<file path="src/rtl/cpu_control_unit.sv">
// Multi-cycle fetch/decode/execute/mem/writeback control FSM for the 8-bit RISC CPU.
// Define CU_TIMEOUT_EN to halt with a fault after TIMEOUT_CYCLES of unanswered memory handshake.
module cpu_control_unit #(
  parameter int unsigned TIMEOUT_CYCLES = 16
) (
  input  logic        clk,
  input  logic        rst,
  input  logic [15:0] instr,
  output logic        imem_req,
  input  logic        imem_ready,
  output logic        pc_inc,
  output logic        pc_load,
  output logic [7:0]  pc_target,
  output logic [1:0]  rd_sel,
  output logic [1:0]  rs_sel,
  output logic [7:0]  imm,
  output logic [3:0]  alu_op,
  output logic        alu_src_imm,
  input  logic        alu_zero,
  output logic        reg_we,
  output logic        wb_sel_mem,
  output logic        dmem_req,
  output logic        dmem_we,
  input  logic        dmem_ready,
  output logic        zero_q,
  output logic        halted,
  output logic        fault,
  output logic [2:0]  state
);
  localparam int unsigned IR_W   = 16;
  localparam int unsigned WAIT_W = 8;

  typedef enum logic [2:0] {
    S_FETCH     = 3'd0,
    S_DECODE    = 3'd1,
    S_EXECUTE   = 3'd2,
    S_MEM       = 3'd3,
    S_WRITEBACK = 3'd4,
    S_HALT      = 3'd5
  } state_t;

  localparam logic [3:0] OP_LDI = 4'h9;
  localparam logic [3:0] OP_LD  = 4'hA;
  localparam logic [3:0] OP_ST  = 4'hB;
  localparam logic [3:0] OP_JMP = 4'hC;
  localparam logic [3:0] OP_JZ  = 4'hD;
  localparam logic [3:0] OP_CMP = 4'hE;
  localparam logic [3:0] OP_HLT = 4'hF;

  state_t          state_q;
  state_t          state_d;
  logic [IR_W-1:0] ir_q;
  logic [3:0]      opcode;
  logic [3:0]      alu_op_dec;
  logic            ir_ld;
  logic            zero_ld;
  logic            timeout_hit;

  assign opcode    = ir_q[15:12];
  assign rd_sel    = ir_q[11:10];
  assign rs_sel    = ir_q[9:8];
  assign imm       = ir_q[7:0];
  assign pc_target = ir_q[7:0];
  assign state     = state_q;
  assign halted    = (state_q == S_HALT);

  // ALU select for the instruction held in IR; non-ALU opcodes select 0.
  always_comb begin
    alu_op_dec = 4'h0;
    case (opcode)
      4'h1, 4'h2, 4'h3, 4'h4, 4'h5, 4'h6, 4'h7, 4'h8: alu_op_dec = opcode;
      OP_LDI:  alu_op_dec = 4'hF;
      OP_CMP:  alu_op_dec = 4'h2;
      default: alu_op_dec = 4'h0;
    endcase
  end

  always_ff @(posedge clk) begin
    if (rst) state_q <= S_FETCH;
    else     state_q <= state_d;
  end

  always_comb begin
    state_d     = state_q;
    ir_ld       = 1'b0;
    zero_ld     = 1'b0;
    imem_req    = 1'b0;
    pc_inc      = 1'b0;
    pc_load     = 1'b0;
    alu_op      = 4'h0;
    alu_src_imm = 1'b0;
    reg_we      = 1'b0;
    wb_sel_mem  = 1'b0;
    dmem_req    = 1'b0;
    dmem_we     = 1'b0;
    case (state_q)
      S_FETCH: begin
        imem_req = 1'b1;
        if (imem_ready) begin
          ir_ld   = 1'b1;
          pc_inc  = 1'b1;
          state_d = S_DECODE;
        end
      end
      S_DECODE: state_d = S_EXECUTE;
      S_EXECUTE: begin
        alu_op      = alu_op_dec;
        alu_src_imm = (opcode == OP_LDI);
        case (opcode)
          4'h1, 4'h2, 4'h3, 4'h4, 4'h5, 4'h6, 4'h7, 4'h8: begin
            zero_ld = 1'b1;
            state_d = S_WRITEBACK;
          end
          OP_LDI:        state_d = S_WRITEBACK;
          OP_LD, OP_ST:  state_d = S_MEM;
          OP_JMP: begin
            pc_load = 1'b1;
            state_d = S_FETCH;
          end
          OP_JZ: begin
            pc_load = zero_q;
            state_d = S_FETCH;
          end
          OP_CMP: begin
            zero_ld = 1'b1;
            state_d = S_FETCH;
          end
          OP_HLT:  state_d = S_HALT;
          default: state_d = S_FETCH;
        endcase
      end
      S_MEM: begin
        dmem_req = 1'b1;
        dmem_we  = (opcode == OP_ST);
        if (dmem_ready) state_d = (opcode == OP_LD) ? S_WRITEBACK : S_FETCH;
      end
      S_WRITEBACK: begin
        reg_we      = 1'b1;
        wb_sel_mem  = (opcode == OP_LD);
        alu_op      = alu_op_dec;
        alu_src_imm = (opcode == OP_LDI);
        state_d     = S_FETCH;
      end
      S_HALT:  state_d = S_HALT;
      default: state_d = S_FETCH;
    endcase
    if (timeout_hit) state_d = S_HALT;
    // Reset silences every strobe, whatever state the register still holds.
    if (rst) begin
      imem_req = 1'b0;
      pc_inc   = 1'b0;
      pc_load  = 1'b0;
      reg_we   = 1'b0;
      dmem_req = 1'b0;
      dmem_we  = 1'b0;
    end
  end

  always_ff @(posedge clk) begin
    if (rst) begin
      ir_q   <= '0;
      zero_q <= 1'b0;
    end else begin
      if (ir_ld)   ir_q   <= instr;
      if (zero_ld) zero_q <= alu_zero;
    end
  end

`ifdef CU_TIMEOUT_EN
  logic [WAIT_W-1:0] wait_cnt;
  logic              waiting;

  // A handshake is pending when a request is out and its ready has not come back.
  assign waiting     = ((state_q == S_FETCH) && !imem_ready) ||
                       ((state_q == S_MEM) && !dmem_ready);
  assign timeout_hit = waiting && (wait_cnt == WAIT_W'(TIMEOUT_CYCLES - 1));

  always_ff @(posedge clk) begin
    if (rst) begin
      wait_cnt <= '0;
      fault    <= 1'b0;
    end else begin
      wait_cnt <= waiting ? wait_cnt + WAIT_W'(1) : '0;
      if (timeout_hit) fault <= 1'b1;
    end
  end
`else
  logic unused_timeout;

  assign timeout_hit    = 1'b0;
  assign fault          = 1'b0;
  assign unused_timeout = ^WAIT_W'(TIMEOUT_CYCLES);
`endif

endmodule

</file>
<file path="config.mk">
export PLATFORM = sky130hd
export DESIGN_NAME = cpu_control_unit
export DESIGN_NICKNAME = d
export VERILOG_FILES = /design/src/rtl/cpu_control_unit.sv
export SDC_FILE = /design/constraint.sdc
export NUM_CORES = 1
export LEC_CHECK = 0
export ABC_CLOCK_PERIOD_IN_PS = 2800
export CAP_MARGIN = 20
export CELL_PAD_IN_SITES_DETAIL_PLACEMENT = 0
export CELL_PAD_IN_SITES_GLOBAL_PLACEMENT = 2
export CORE_UTILIZATION = 23
export CTS_CLUSTER_DIAMETER = 30
export DETAILED_ROUTE_END_ITERATION = 10
export PLACE_DENSITY = 0.92
export SETUP_SLACK_MARGIN = 0.02
export SLEW_MARGIN = 20
export SYNTH_ARGS = -nofsm -noshare
export SYNTH_HDL_FRONTEND = slang
export SYNTH_SLANG_ARGS = --single-unit
</file>
<file path="constraint.sdc">
create_clock -name clk -period 2.8 [get_ports clk]
set_input_delay 0.56 -clock clk [delete_from_list [all_inputs] [get_ports clk]]
set_output_delay 0.56 -clock clk [all_outputs]
set_load 0.005 [all_outputs]
</file>
==> results.cfg <==
[logic_synthesis]
seq_area_frac_synth = 0.325
synthArstFlopShare = 0
yosysTopAreaCellShare = 0.325
synth_cell_type_count = 37
syn_area_um2 = 1230
synthCells = 163
avgSynthCellArea_um2 = 7.57
synth_edf_count = 0
ys_warn_count = 0
yosys_register_bits = 20
synth_nets = 184
synth_top_cell_by_area = dfxtp_1
ys.flop_type = dfxtp_1
ys_top_cells_by_area = dfxtp_1 32%, buf_4 14%, nand2_1 12%

[sta]
period_share = 0.947
period_minus_slack_ns = 2.65
worst_slew_pin_slew_ns = 0.543
skew_ns = 0.00426
max_freq_ghz = 0.377
maxSlewViolCount = 0
hold_viol_final = 0
tns_ns = 0
max_slew_margin = 0.638
rsz0062_at_grt = no
finalSetupViolCount = 0

[die]
dieArea_um2 = 5660
start_util = 0.240
coreArea_um2 = 5140
die-height_um = 75.2
io_pins = 59
dieWidth_um = 75.2
core.rowCount = 26

[place]
gp_congestion = 0.763
place_hpwl_um = 2240
io_buffers = 57

[route]
avgViaCountPerCell = 4.21
wl_met3_um = 186
drt_drc_violations_left = 0
drt_iter0_drc = 47
final_antenna_net_count = 0
met2_length_um = 1330
routed-via-count = 1129
routed.top_layer = met4
routedWlPerCell_um = 11.7
dr.pass1.iters = 4
wirelength_um = 3130
met1Wirelength_um = 1580

[setup_path]
crit_path_start_kind = primary input
crit_start = rst
r2r-start = ir_q[13]
crit_path_max_fanout = 3
critPathTopFamily = buffers and inverters
worstPathArrival_ns = 2.09
critPathMaxStageDelay_ns = 0.49
crit_required_ns = 2.24
crit_buf_inv = 3
critPathSlowestCell = clkdlybuf4s50_1
crit_type = primary input to output pin
cpMostUsedCell = clkdlybuf4s50_1
crit_chain = clkdlybuf4s50_1 > or3_4 > inv_1 > and3_1 > clkdlybuf4s50_1
cp-end-kind = output pin

[grt]
grt_max_degree = 17
grt_usage = 0.112
overflow = 0
antenna_found_initial = 0
grt_pass1_wl_um = 4820
grt_pass1_vias = 1056

[power_and_ir_drop]
finalPower_w = 0.000853
peakVddDrop_mv = 0.182
leakagePower_nw = 0.647
p_per_area_nw_per_um2 = 481

[clocking]
hold_buffers = 0
cts_root_buffer = clkbuf_8
cts_buffer_depth = 2
cts_tree = yes
ctsHtreeMaxLevel = 1
cts_buffers = 3
post_cts_resized = 0
clkLatencyLatePin_ns = 0.26
post_cts_buffers = 0
cts.clk_slew.worst_paths_ns = 0.08
clock-sinks = 20

[final_layout]
nFillCells = 553
antennaDiodeCount = 0
layout-drive-gt1-share = 0.0909
multi_input_area_um2 = 573
final-seq-area_um2 = 400
area_delta_synth_final_pct = 43.8
nets = 220

[run]
max_cap_violations = 0

[run_status]
status = finished clean

[worst_hold_path]
worstHoldStart = ir_q[10]
min_path_type = register to register
where the power goes:
group | internal (W) | switching, W | total, W
Sequential | 0.000308 | 0.0000295 | 0.000338
Clock | 0.000191 | 0.000105 | 0.000296
Combinational | 0.000126 | 0.0000938 | 0.000219
Total | 0.000625 | 0.000229 | 0.000853
layer usage:
metal / vias to the layer above / track usage
li1: 589 / -
met1: 501 / 0.147
met2: 35 / 0.178
met3: 4 / 0.0321
met4: 0 / 0.0370
met5: - / 0
sequential cells by signal (all words and copies together), names as in the netlist:
name    count
ir_q       16
state       3
zero_q      1
path summary, 6_finish.rpt:
check / to / slack (ns) / depth (start not counted)
max: dmem_we / 0.15 / 5
min reg2reg: ir_q[10] / 0.46 / 2
min: ir_q[10] / 0.46 / 2
max reg2reg: state[2] / 1.29 / 4
final cells by class:
type / instances / share of cell area
well taps: 70 / 0.0494
flip-flops and latches: 20 / 0.226
clock inverters: 1 / 0.0169
multi-input cells: 104 / 0.323
inverters: 7 / 0.0148
repair buffers: 63 / 0.347
clock buffers: 3 / 0.0233
cells in the mapped netlist, drive strengths merged, types with 2 or more instances:
cell type and instances:
buf 30, nor2b 2, a21oi 23, o21ai 4, nor3 3, clkbuf 2
o21bai 2, dfxtp 20, nand2 39, nor4 5, inv 7, nor2 6
nand2b 2
worst reg2reg max path, cell delays in order, from the launching register on:
cell	delay (ns)
dfxtp_1	0.61
nand2_4	0.10
nor2_2	0.12
or4b_1	0.45
a31oi_1	0.16
through the flow:
stage | setup slack (ns) | cell area, µm² | hold WS, ns | utilization | cells
6_report | 0.150 | 1770 | 0.463 | 0.345 | 268
5_1_grt | 0.0324 | 1770 | 0.487 | 0.345 | 268
4_1_cts | 0.117 | 1770 | 0.466 | 0.345 | 268
3_5_place_dp | 0.131 | 1700 | 0.454 | 0.331 | 264
3_3_place_gp | 0.159 | 1700 | 0.449 | 0.331 | 264
2_1_floorplan | 1.03 | 1230 | 0.437 | - | 163
placed cells by master (no fill, tap or decap), types with 2 or more instances in the layout:
| cell | count |
|---|---|
| inv_1 | 6 |
| nor2b_1 | 2 |
| nor3_1 | 3 |
| nor2_1 | 5 |
| clkbuf_8 | 3 |
| nand2b_1 | 2 |
| buf_4 | 6 |
| nand2_1 | 38 |
| dfxtp_1 | 20 |
| o21bai_1 | 2 |
| clkdlybuf4s50_1 | 57 |
| o21ai_0 | 4 |
| a21oi_1 | 22 |
| nor4_1 | 5 |
logic make-up (layout without fill, tap and decap cells):
group / Yosys count / in the layout / share of synthesized area
AO/OA/AOI/OAI: 35 / 35 / 0.169
XOR/XNOR: 2 / 2 / 0.0142
buffers and inverters: 39 / 74 / 0.211
flip-flops: 20 / 20 / 0.325
multiplexers: 1 / 1 / 0.00811
other: 1 / 1 / 0.00304
AND/OR/NAND/NOR: 65 / 65 / 0.270
No activity file was read; power rests on OpenSTA's default activity.
==> RTL change: new RTL, same settings <==
Add a define of `CU_TIMEOUT_EN`.
--- a/src/rtl/cpu_control_unit.sv
+++ b/src/rtl/cpu_control_unit.sv
@@ -1,4 +1,6 @@
 // Multi-cycle fetch/decode/execute/mem/writeback control FSM for the 8-bit RISC CPU.
 // Define CU_TIMEOUT_EN to halt with a fault after TIMEOUT_CYCLES of unanswered memory handshake.
+`define CU_TIMEOUT_EN
+
 module cpu_control_unit #(
   parameter int unsigned TIMEOUT_CYCLES = 16
Check against the original RTL: same outputs for any inputs over 10 cycles, from zero or initial values and one cycle with rst high; that may be too few to reach the edited logic, so the function may still have changed.
==> RTL change against the unedited design <==
  * Synthesized cell count increased by 26%
  * Cell area rose by 26%
  * Sequential cell count grew 9
  * Synthesized area increased by 29%
  * Worst setup slack got worse by 0.0051 ns
  * First-iteration DRC count fell by 8.5%
  * Routed wire length rose by 28%
  * Power up 43%
  * Largest cell class is now multi-input gates
==> RTL change: results (changes against the unedited design) <==
Outcome
  • Outcome: finished, final reports clean (unchanged)

Worst hold path
  • HP Start: wait_cnt[0] (was ir_q[10])
  • Hold Path Depth: 1 (was 2)

Layout
  • Share of cells above drive strength 1: 11.3% (was 9.09%)
  • Final #Nets: 268 (was 220)

GRT
  • GRT Total Usage: 11.4% (was 11.2%)
  • Vias in the first global route: 1332 (was 1056)
  • First-pass GRT wire length: 6.47 mm (was 4.82 mm)
  • Largest net degree at the start of global routing: 19 (was 17)

Clock tree
  • CTS Buf Count: 5 (was 3)

Pwr
  • Max VDD drop: 0.000230 V (was 0.000182 V)

Worst setup path
  • Crit-path max FO: 4 (was 3)
  • Reg2reg start: state[2] (was ir_q[13])

Drt
  • Routed wl met2: 1.76 mm (was 1.33 mm)
  • Initial DRC Count: 43 (was 47)
  • Overall via count from detail_route: 1446 (was 1129)
  • WL met1: 1.93 mm (was 1.58 mm)
  • Met3 routed WL: 249 um (was 186 um)

Place
  • IO Port Bufs: 58 (was 57)
  • Placement Setup Slack: -0.184 ns (was 0.131 ns)
  • RePlAce Congestion: 0.762 (was 0.763)
  • DPL Wire Length: 2.81 mm (was 2.24 mm)

Timing
  • Worst Skew: 0.00768 ns (was 0.00426 ns)
  • Fmax: 377 MHz (about the same)
  • Actual slew at the worst max-slew pin: 0.560 ns (was 0.543 ns)

Synth
  • Net count after synthesis: 228 (was 184)
  • Top cells by area, synth: dfxtp_1, nand2_1, buf_4 (was dfxtp_1, buf_4, nand2_1)
  • Cell variety after synth: 40 (was 37)
  • Register area share after synthesis: 36.5% (was 32.5%)
  • Syn Area/Cell: 7.71 um^2 (was 7.57 um^2)
RTL change: cell count changes after synthesis, moves of 4 or more:
cell,before,now
nor4_1,5,1
clkbuf_1,2,8
nor2_1,5,20
dfxtp_1,20,29
RTL change: worst max-delay path, delay by kind of cell:
family,cells,cell delay (ns)
buffers and inverters,3,0.96
and+or+nand+nor,3,0.57
RTL change: path summary, 6_finish.rpt:
kind                               endpoint
worst min-delay path            wait_cnt[0]
worst max-delay path                 pc_inc
worst max register to register      ir_q[5]
worst min register to register  wait_cnt[0]
RTL change: where the power goes:
part           switching (mW)  internal (mW)  leakage [nW]
Clock                   0.176          0.266        0.0543
Sequential             0.0325          0.445         0.237
Combinational           0.134          0.165         0.503
RTL change: cell families after synthesis:
logic type	share of synthesized area [%]
adder cells (fa/ha/maj)	0.787
buffers and inverters	14.3
AO/OA/AOI/OAI	15.0
multiplexers	0.630
XOR/XNOR	3.31
flip-flops	36.5
AND/OR/NAND/NOR	29.4
RTL change: layer usage:
metal | GRT usage [%] | vias up
li1 | - | 743
met1 | 14.5 | 651
met2 | 18.0 | 47
met3 | 4.18 | 5
met4 | 3.70 | 0
met5 | 0 | -
RTL change: cell type report:
type	count	area share (%)
clock buffers	5	3.07
clock inverters	3	2.06
inverters	4	0.669
multi-input cells	140	35.5
flip-flops and latches	29	25.9
well taps	77	4.29
repair buffers	66	28.5
RTL change: repair_timing:
action                     4_1_cts  5_1_grt
setup endpoints to repair        4        2
hold buffers                     0        0
gates resized for setup          3        3
pin swaps                        0        0
RTL change: through the flow:
stage | hold WS, ns | instance area, um^2
detailed placement | 0.444 | 2110
floorplan | 0.417 | 1590
CTS | 0.455 | 2240
global route | 0.473 | 2240
global placement | 0.431 | 2110
finish | 0.451 | 2240
